`src/rtl/ex_muldiv_sequencer.sv`:
```
// Iterative MULT/MULTU/DIV/DIVU unit beside the EX stage: 32 shift-add or restoring-divide
// steps plus one sign-fix cycle, owning HI/LO and the pipeline stall for HI/LO or unit hazards.
module ex_muldiv_sequencer #(
  parameter int WIDTH = 32,
  parameter int CNT_W = 5
) (
  input  logic             clk,
  input  logic             reset,
  input  logic             start,
  input  logic [1:0]       op,
  input  logic [WIDTH-1:0] opa,
  input  logic [WIDTH-1:0] opb,
  input  logic             mf_req,
  input  logic             flush,
  output logic [WIDTH-1:0] hi,
  output logic [WIDTH-1:0] lo,
  output logic             busy,
  output logic             done,
  output logic             div_zero,
  output logic             stall
);

  // state | meaning
  // IDLE  | waiting for start; HI/LO hold last result
  // CALC  | one multiply/divide step per cycle, count 0..31
  // FIX   | sign correction, HI/LO write, done pulse
  localparam logic [1:0] S_IDLE = 2'd0;
  localparam logic [1:0] S_CALC = 2'd1;
  localparam logic [1:0] S_FIX  = 2'd2;

  logic [1:0]         state;
  logic [CNT_W-1:0]   count;
  logic               is_div;
  logic               sign_a;
  logic               sign_b;
  logic               b_zero;
  logic [WIDTH-1:0]   acc_hi;
  logic [WIDTH-1:0]   acc_lo;
  logic [WIDTH-1:0]   mag_b;

  logic [WIDTH-1:0]   mag_a_in;
  logic [WIDTH-1:0]   mag_b_in;
  logic [WIDTH:0]     mul_sum;
  logic [WIDTH:0]     div_shift;
  logic [WIDTH-1:0]   div_diff;
  logic               div_ge;
  logic [2*WIDTH-1:0] prod_fix;
  logic [WIDTH-1:0]   quot_fix;
  logic [WIDTH-1:0]   rem_fix;

  // op[0] set means unsigned: raw operands, no sign handling
  assign mag_a_in = (!op[0] && opa[WIDTH-1]) ? -opa : opa;
  assign mag_b_in = (!op[0] && opb[WIDTH-1]) ? -opb : opb;

  // Multiply: acc_hi is the upper product half, acc_lo the multiplicand shifting out
  assign mul_sum = {1'b0, acc_hi} + (acc_lo[0] ? {1'b0, mag_b} : '0);

  // Divide: acc_hi is the remainder, acc_lo the dividend shifting into the quotient
  assign div_shift = {acc_hi, acc_lo[WIDTH-1]};
  assign div_ge    = div_shift >= {1'b0, mag_b};
  assign div_diff  = div_shift[WIDTH-1:0] - mag_b;

  // A zero divisor leaves rem = |opa|, so the remainder sign fix restores the original opa
  assign prod_fix = (sign_a ^ sign_b) ? -{acc_hi, acc_lo} : {acc_hi, acc_lo};
  assign quot_fix = (sign_a ^ sign_b) ? -acc_lo : acc_lo;
  assign rem_fix  = sign_a ? -acc_hi : acc_hi;

  assign busy  = (state != S_IDLE);
  assign stall = busy & (start | mf_req);

  always_ff @(posedge clk or negedge reset) begin
    if (!reset) begin
      state    <= S_IDLE;
      count    <= '0;
      is_div   <= 1'b0;
      sign_a   <= 1'b0;
      sign_b   <= 1'b0;
      b_zero   <= 1'b0;
      acc_hi   <= '0;
      acc_lo   <= '0;
      mag_b    <= '0;
      hi       <= '0;
      lo       <= '0;
      done     <= 1'b0;
      div_zero <= 1'b0;
    end else begin
      done     <= 1'b0;
      div_zero <= 1'b0;
      case (state)
        S_IDLE: begin
          if (start && !flush) begin
            is_div <= op[1];
            sign_a <= !op[0] && opa[WIDTH-1];
            sign_b <= !op[0] && opb[WIDTH-1];
            b_zero <= (opb == '0);
            acc_lo <= mag_a_in;
            mag_b  <= mag_b_in;
            acc_hi <= '0;
            count  <= '0;
            state  <= S_CALC;
          end
        end
        S_CALC: begin
          if (flush) begin
            state <= S_IDLE;
          end else begin
            if (is_div) begin
              acc_hi <= div_ge ? div_diff : div_shift[WIDTH-1:0];
              acc_lo <= {acc_lo[WIDTH-2:0], div_ge};
            end else begin
              acc_hi <= mul_sum[WIDTH:1];
              acc_lo <= {mul_sum[0], acc_lo[WIDTH-1:1]};
            end
            count <= count + 1'b1;
            if (count == {CNT_W{1'b1}}) state <= S_FIX;
          end
        end
        S_FIX: begin
          state <= S_IDLE;
          if (!flush) begin
            done <= 1'b1;
            if (is_div) begin
              hi       <= rem_fix;
              lo       <= b_zero ? {WIDTH{1'b1}} : quot_fix;
              div_zero <= b_zero;
            end else begin
              hi <= prod_fix[2*WIDTH-1:WIDTH];
              lo <= prod_fix[WIDTH-1:0];
            end
          end
        end
        default: state <= S_IDLE;
      endcase
    end
  end

endmodule
```
`config.mk`:
```
export PLATFORM = sky130hd
export DESIGN_NAME = ex_muldiv_sequencer
export DESIGN_NICKNAME = d
export VERILOG_FILES = /design/src/rtl/ex_muldiv_sequencer.sv
export SDC_FILE = /design/constraint.sdc
export NUM_CORES = 1
export LEC_CHECK = 0
export BUFFER_PORTS_ARGS = -buffer_cell sky130_fd_sc_hd__buf_2
export CAP_MARGIN = 15
export CELL_PAD_IN_SITES_DETAIL_PLACEMENT = 0
export CELL_PAD_IN_SITES_GLOBAL_PLACEMENT = 1
export CORE_UTILIZATION = 50
export CTS_BUF_LIST = sky130_fd_sc_hd__clkbuf_8
export CTS_CLUSTER_DIAMETER = 80
export DETAILED_ROUTE_END_ITERATION = 12
export GPL_TIMING_DRIVEN = 0
export HOLD_SLACK_MARGIN = 0.08
export MAX_ROUTING_LAYER = met4
export PLACE_DENSITY = 0.87
export SLEW_MARGIN = 20
export SYNTH_ARGS = -nofsm -noshare
export SYNTH_HDL_FRONTEND = slang
export SYNTH_SLANG_ARGS = --single-unit
```
`constraint.sdc`:
```
create_clock -name clk -period 9.32 [get_ports clk]
set_input_delay 0.466 -clock clk [delete_from_list [all_inputs] [get_ports clk]]
set_output_delay 0.466 -clock clk [all_outputs]
set_load 0.03 [all_outputs]
```
==> impl_metrics.tcl <==
set metrics [dict create \
    final_util 0.570 \
    grt-ovfl-total 0 \
    cts.sinks 173 \
    coreArea_sq_um 27000 \
    cp_slowest_stage_delay_ns 0.50 \
    syn_area_sq_um 13800 \
    ir_worst_vdd_v 0.000135 \
    min_path_type "in2reg" \
    setup-violations-final 0 \
    yosys_warnings 0 \
    dr.pass1.iters 5 \
    final_cell_mix "200 x nand2_1, 186 x o21ai_0, 180 x nor2_1" \
    wl_per_cell_um 20.2 \
    max_slew.worst_pin.slew_ns 1.05 \
    slew_headroom 0.293 \
    final_common_cell "nand2_1" \
    start_util 0.511 \
    path_max_fanout 10 \
    cts_buffer_depth 2 \
    fmax_mhz 227 \
    cp_top_family "compound AO/OA/AOI/OAI gates" \
    syn_inst 1720 \
    clockRootBuffer "clkbuf_8" \
    slowest_stage "o41ai_1" \
    crit_path_end_kind "flip-flop" \
    crit_type "reg2reg" \
    post_cts_resized 0 \
    area_growth_pct 11.7 \
    met3_usage 0.0562 \
    rsz0062_at_grt "false" \
    pwr-share-clk 0.139 \
    yosys.area.top_type "dfrtp_1" \
    die-area_sq_um 28200 \
    nNetsFinal 2022 \
    critPathLaunchType "flip-flop" \
    finClkSkew_ns 0.0255 \
    drt_iter0_markers 1186 \
    drcViolationCount 0 \
    grt_pass1_wl_mm 70.4 \
    wirelength_mm 45.1 \
    vias 13300 \
    p_per_area_nw_per_um2 285 \
    cts_tree "yes" \
    drv_cap 0 \
    place_ws_ns 5.07 \
    drtAntennaViolNets 0 \
    die_x_um 168 \
    synth_fp_nets 1863 \
    synthFlopType "dfrtp_1" \
    finalHoldViolations 0 \
    yosysSeqAreaShare 0.315 \
    grt_pass1_vias 12500 \
    met1_usage 0.477 \
    maxSlewViolCount 0 \
    row_count 60 \
    use_met2 0.492 \
    numCtsBuffers 17 \
    combPwrFrac 0.590 \
    ff2ff_setup_slack_ns 4.92 \
    crit_buf_inv 2 \
    io_buffers 138 \
    antenna_found_initial 0 \
    io_pins 139 \
    synth_edf_count 0 \
    place_congestion 0.956 \
    vias_per_cell 5.95 \
    grt_max_degree 98 \
    syn_avg_cell_area_sq_um 8.00 \
    worstPathRequired_ns 9.65 \
    setup_tns_ns 0 \
    netlist.area_leader.share 0.315 \
    synth_area_leaders "dfrtp_1 31%, o21ai_0 6.8%, ha_1 6.4%, xnor2_1 5.7%, xor2_1 5.5%" \
    path_cells "inv_1, clkbuf_1, nor2_1, ha_1, a21o_1, a211o_1, a221o_1, a31oi_1, o21a_1, nand4b_1, a21oi_1, o41ai_1, a22oi_1" \
    fillers 2587 \
    die_height_um 168 \
    p_leak_nw 7.21 \
    dp_hpwl_mm 35.3 \
    clk_pin_slew_ns 0.11 \
    fin_ws_ns 4.92 \
    busiest_layer "met2" \
    postSynth.asyncResetShare 1.00 \
    pwr-share-seq 0.271 \
    p_sw_mw 2.23 \
    grt_use_total 0.334 \
    antenna_cells 0 \
    final.period_utilization 0.472 \
    ys_types 86 \
    final.min_clock_period_ns 4.40 \
    clk_latency_ns 0.49 \
    intPower_mw 2.16 \
    layout-drive-gt1-share 0.113 \
    ctsHtreeMaxLevel 4 \
    arrival_ns 4.74 \
    status "completed" \
    ys_ff_latch 173 \
    swShare 0.508 \
]
==> cells by family (layout without fill, tap and decap cells) <==
family,after synthesis,count (layout),share of synthesized area
simple gates,553,553,0.186
buf+inv,163,335,0.0477
fa+ha+maj,72,72,0.0666
flops,173,173,0.315
compound gates,529,529,0.233
xor+xnor,177,177,0.113
mux,53,53,0.0387
==> path summary, 6_finish.rpt <==
| kind | startpoint | endpoint | cells after the start |
|---|---|---|---|
| worst max-delay path | acc_lo[0] | acc_hi[31] | 13 |
| worst min-delay path | op[1] | is_div | 3 |
| worst max register to register | acc_lo[0] | acc_hi[31] | 13 |
| worst min register to register | hi[11] | hi[11] | 2 |
| max in group asynchronous | reset | acc_lo[31] | 3 |
| min in group asynchronous | reset | hi[17] | 2 |
==> metrics by stage <==
step | hold WS [ns] | cell area [sq um] | total power [mW] | std cells
global route | 0.220 | 15400 | 4.70 | 2233
floorplan | 0.170 | 13800 | 3.00 | 1720
CTS | 0.206 | 15400 | 4.34 | 2233
global placement | 0.458 | 14900 | 3.70 | 2199
detailed placement | 0.466 | 14900 | 3.72 | 2200
finish | 0.219 | 15400 | 4.39 | 2233
==> per-layer routing <==
layer,up-vias,part of all wire
li1,6401,-
met1,6287,0.46
met2,559,0.43
met3,46,0.090
met4,0,0.016
met5,-,0
==> repair_timing <==
item | CTS | global route
hold buffers | 1 | 0
setup buffers | 0 | 0
hold endpoints to repair | 76 | 0
==> power by group through the flow <==
| stage | clock [mW] | combinational [mW] | sequential (mW) |
|---|---|---|---|
| floorplan | 0 | 1.94 | 1.06 |
| global placement | 0 | 2.52 | 1.18 |
| detailed placement | 0 | 2.53 | 1.19 |
| CTS | 0.614 | 2.55 | 1.17 |
| global route | 0.641 | 2.85 | 1.21 |
| finish | 0.608 | 2.59 | 1.19 |
==> synthesized netlist by cell type, types with 6 or more instances <==
| cell type | n |
|---|---|
| nand3_1 | 18 |
| a211oi_1 | 11 |
| dfrtp_1 | 173 |
| nand4_1 | 13 |
| nor2b_1 | 10 |
| xor2_1 | 87 |
| o21a_1 | 12 |
| xnor2_1 | 90 |
| a22o_1 | 11 |
| nor4_1 | 12 |
| a22oi_1 | 12 |
| inv_1 | 70 |
| nand2_1 | 200 |
| nor2_1 | 180 |
| a21oi_1 | 145 |
| a31oi_1 | 22 |
| clkbuf_1 | 77 |
| and3_1 | 15 |
| o31ai_1 | 19 |
| o41ai_1 | 6 |
| nor3_1 | 27 |
| o21ai_0 | 186 |
| a21o_1 | 33 |
| mux2i_1 | 51 |
| o211ai_1 | 12 |
| ha_1 | 70 |
| nand2b_1 | 20 |
| or3_1 | 21 |
| o21bai_1 | 11 |
==> layout make-up <==
| class | instances | area, sq um | share of cell area |
|---|---|---|---|
| Multi-Input combinational cell | 1384 | 8770 | 0.571 |
| Sequential cell | 173 | 4330 | 0.282 |
| Timing Repair Buffer | 140 | 738 | 0.0480 |
| Tap cell | 341 | 427 | 0.0278 |
| Buffer | 91 | 387 | 0.0252 |
| Inverter | 72 | 270 | 0.0176 |
| Clock buffer | 17 | 234 | 0.0152 |
| Clock inverter | 15 | 213 | 0.0138 |
==> worst register-to-register path: cells and delay by family (launching register included) <==
kind,cells,cell delay (ns)
AOI/OAI and AO/OA,8,2.47
DFF,1,0.48
buffers and inverters,2,0.68
and+or+nand+nor,2,0.31
adders and majority gates,1,0.35
==> registers in the layout, summed over array words and instances, names as in the netlist, 2 cells and up <==
signal	cells
count	5
acc_hi	32
state	2
mag_b	32
acc_lo	32
hi	32
lo	32
(Power assumes the default switching activity.)
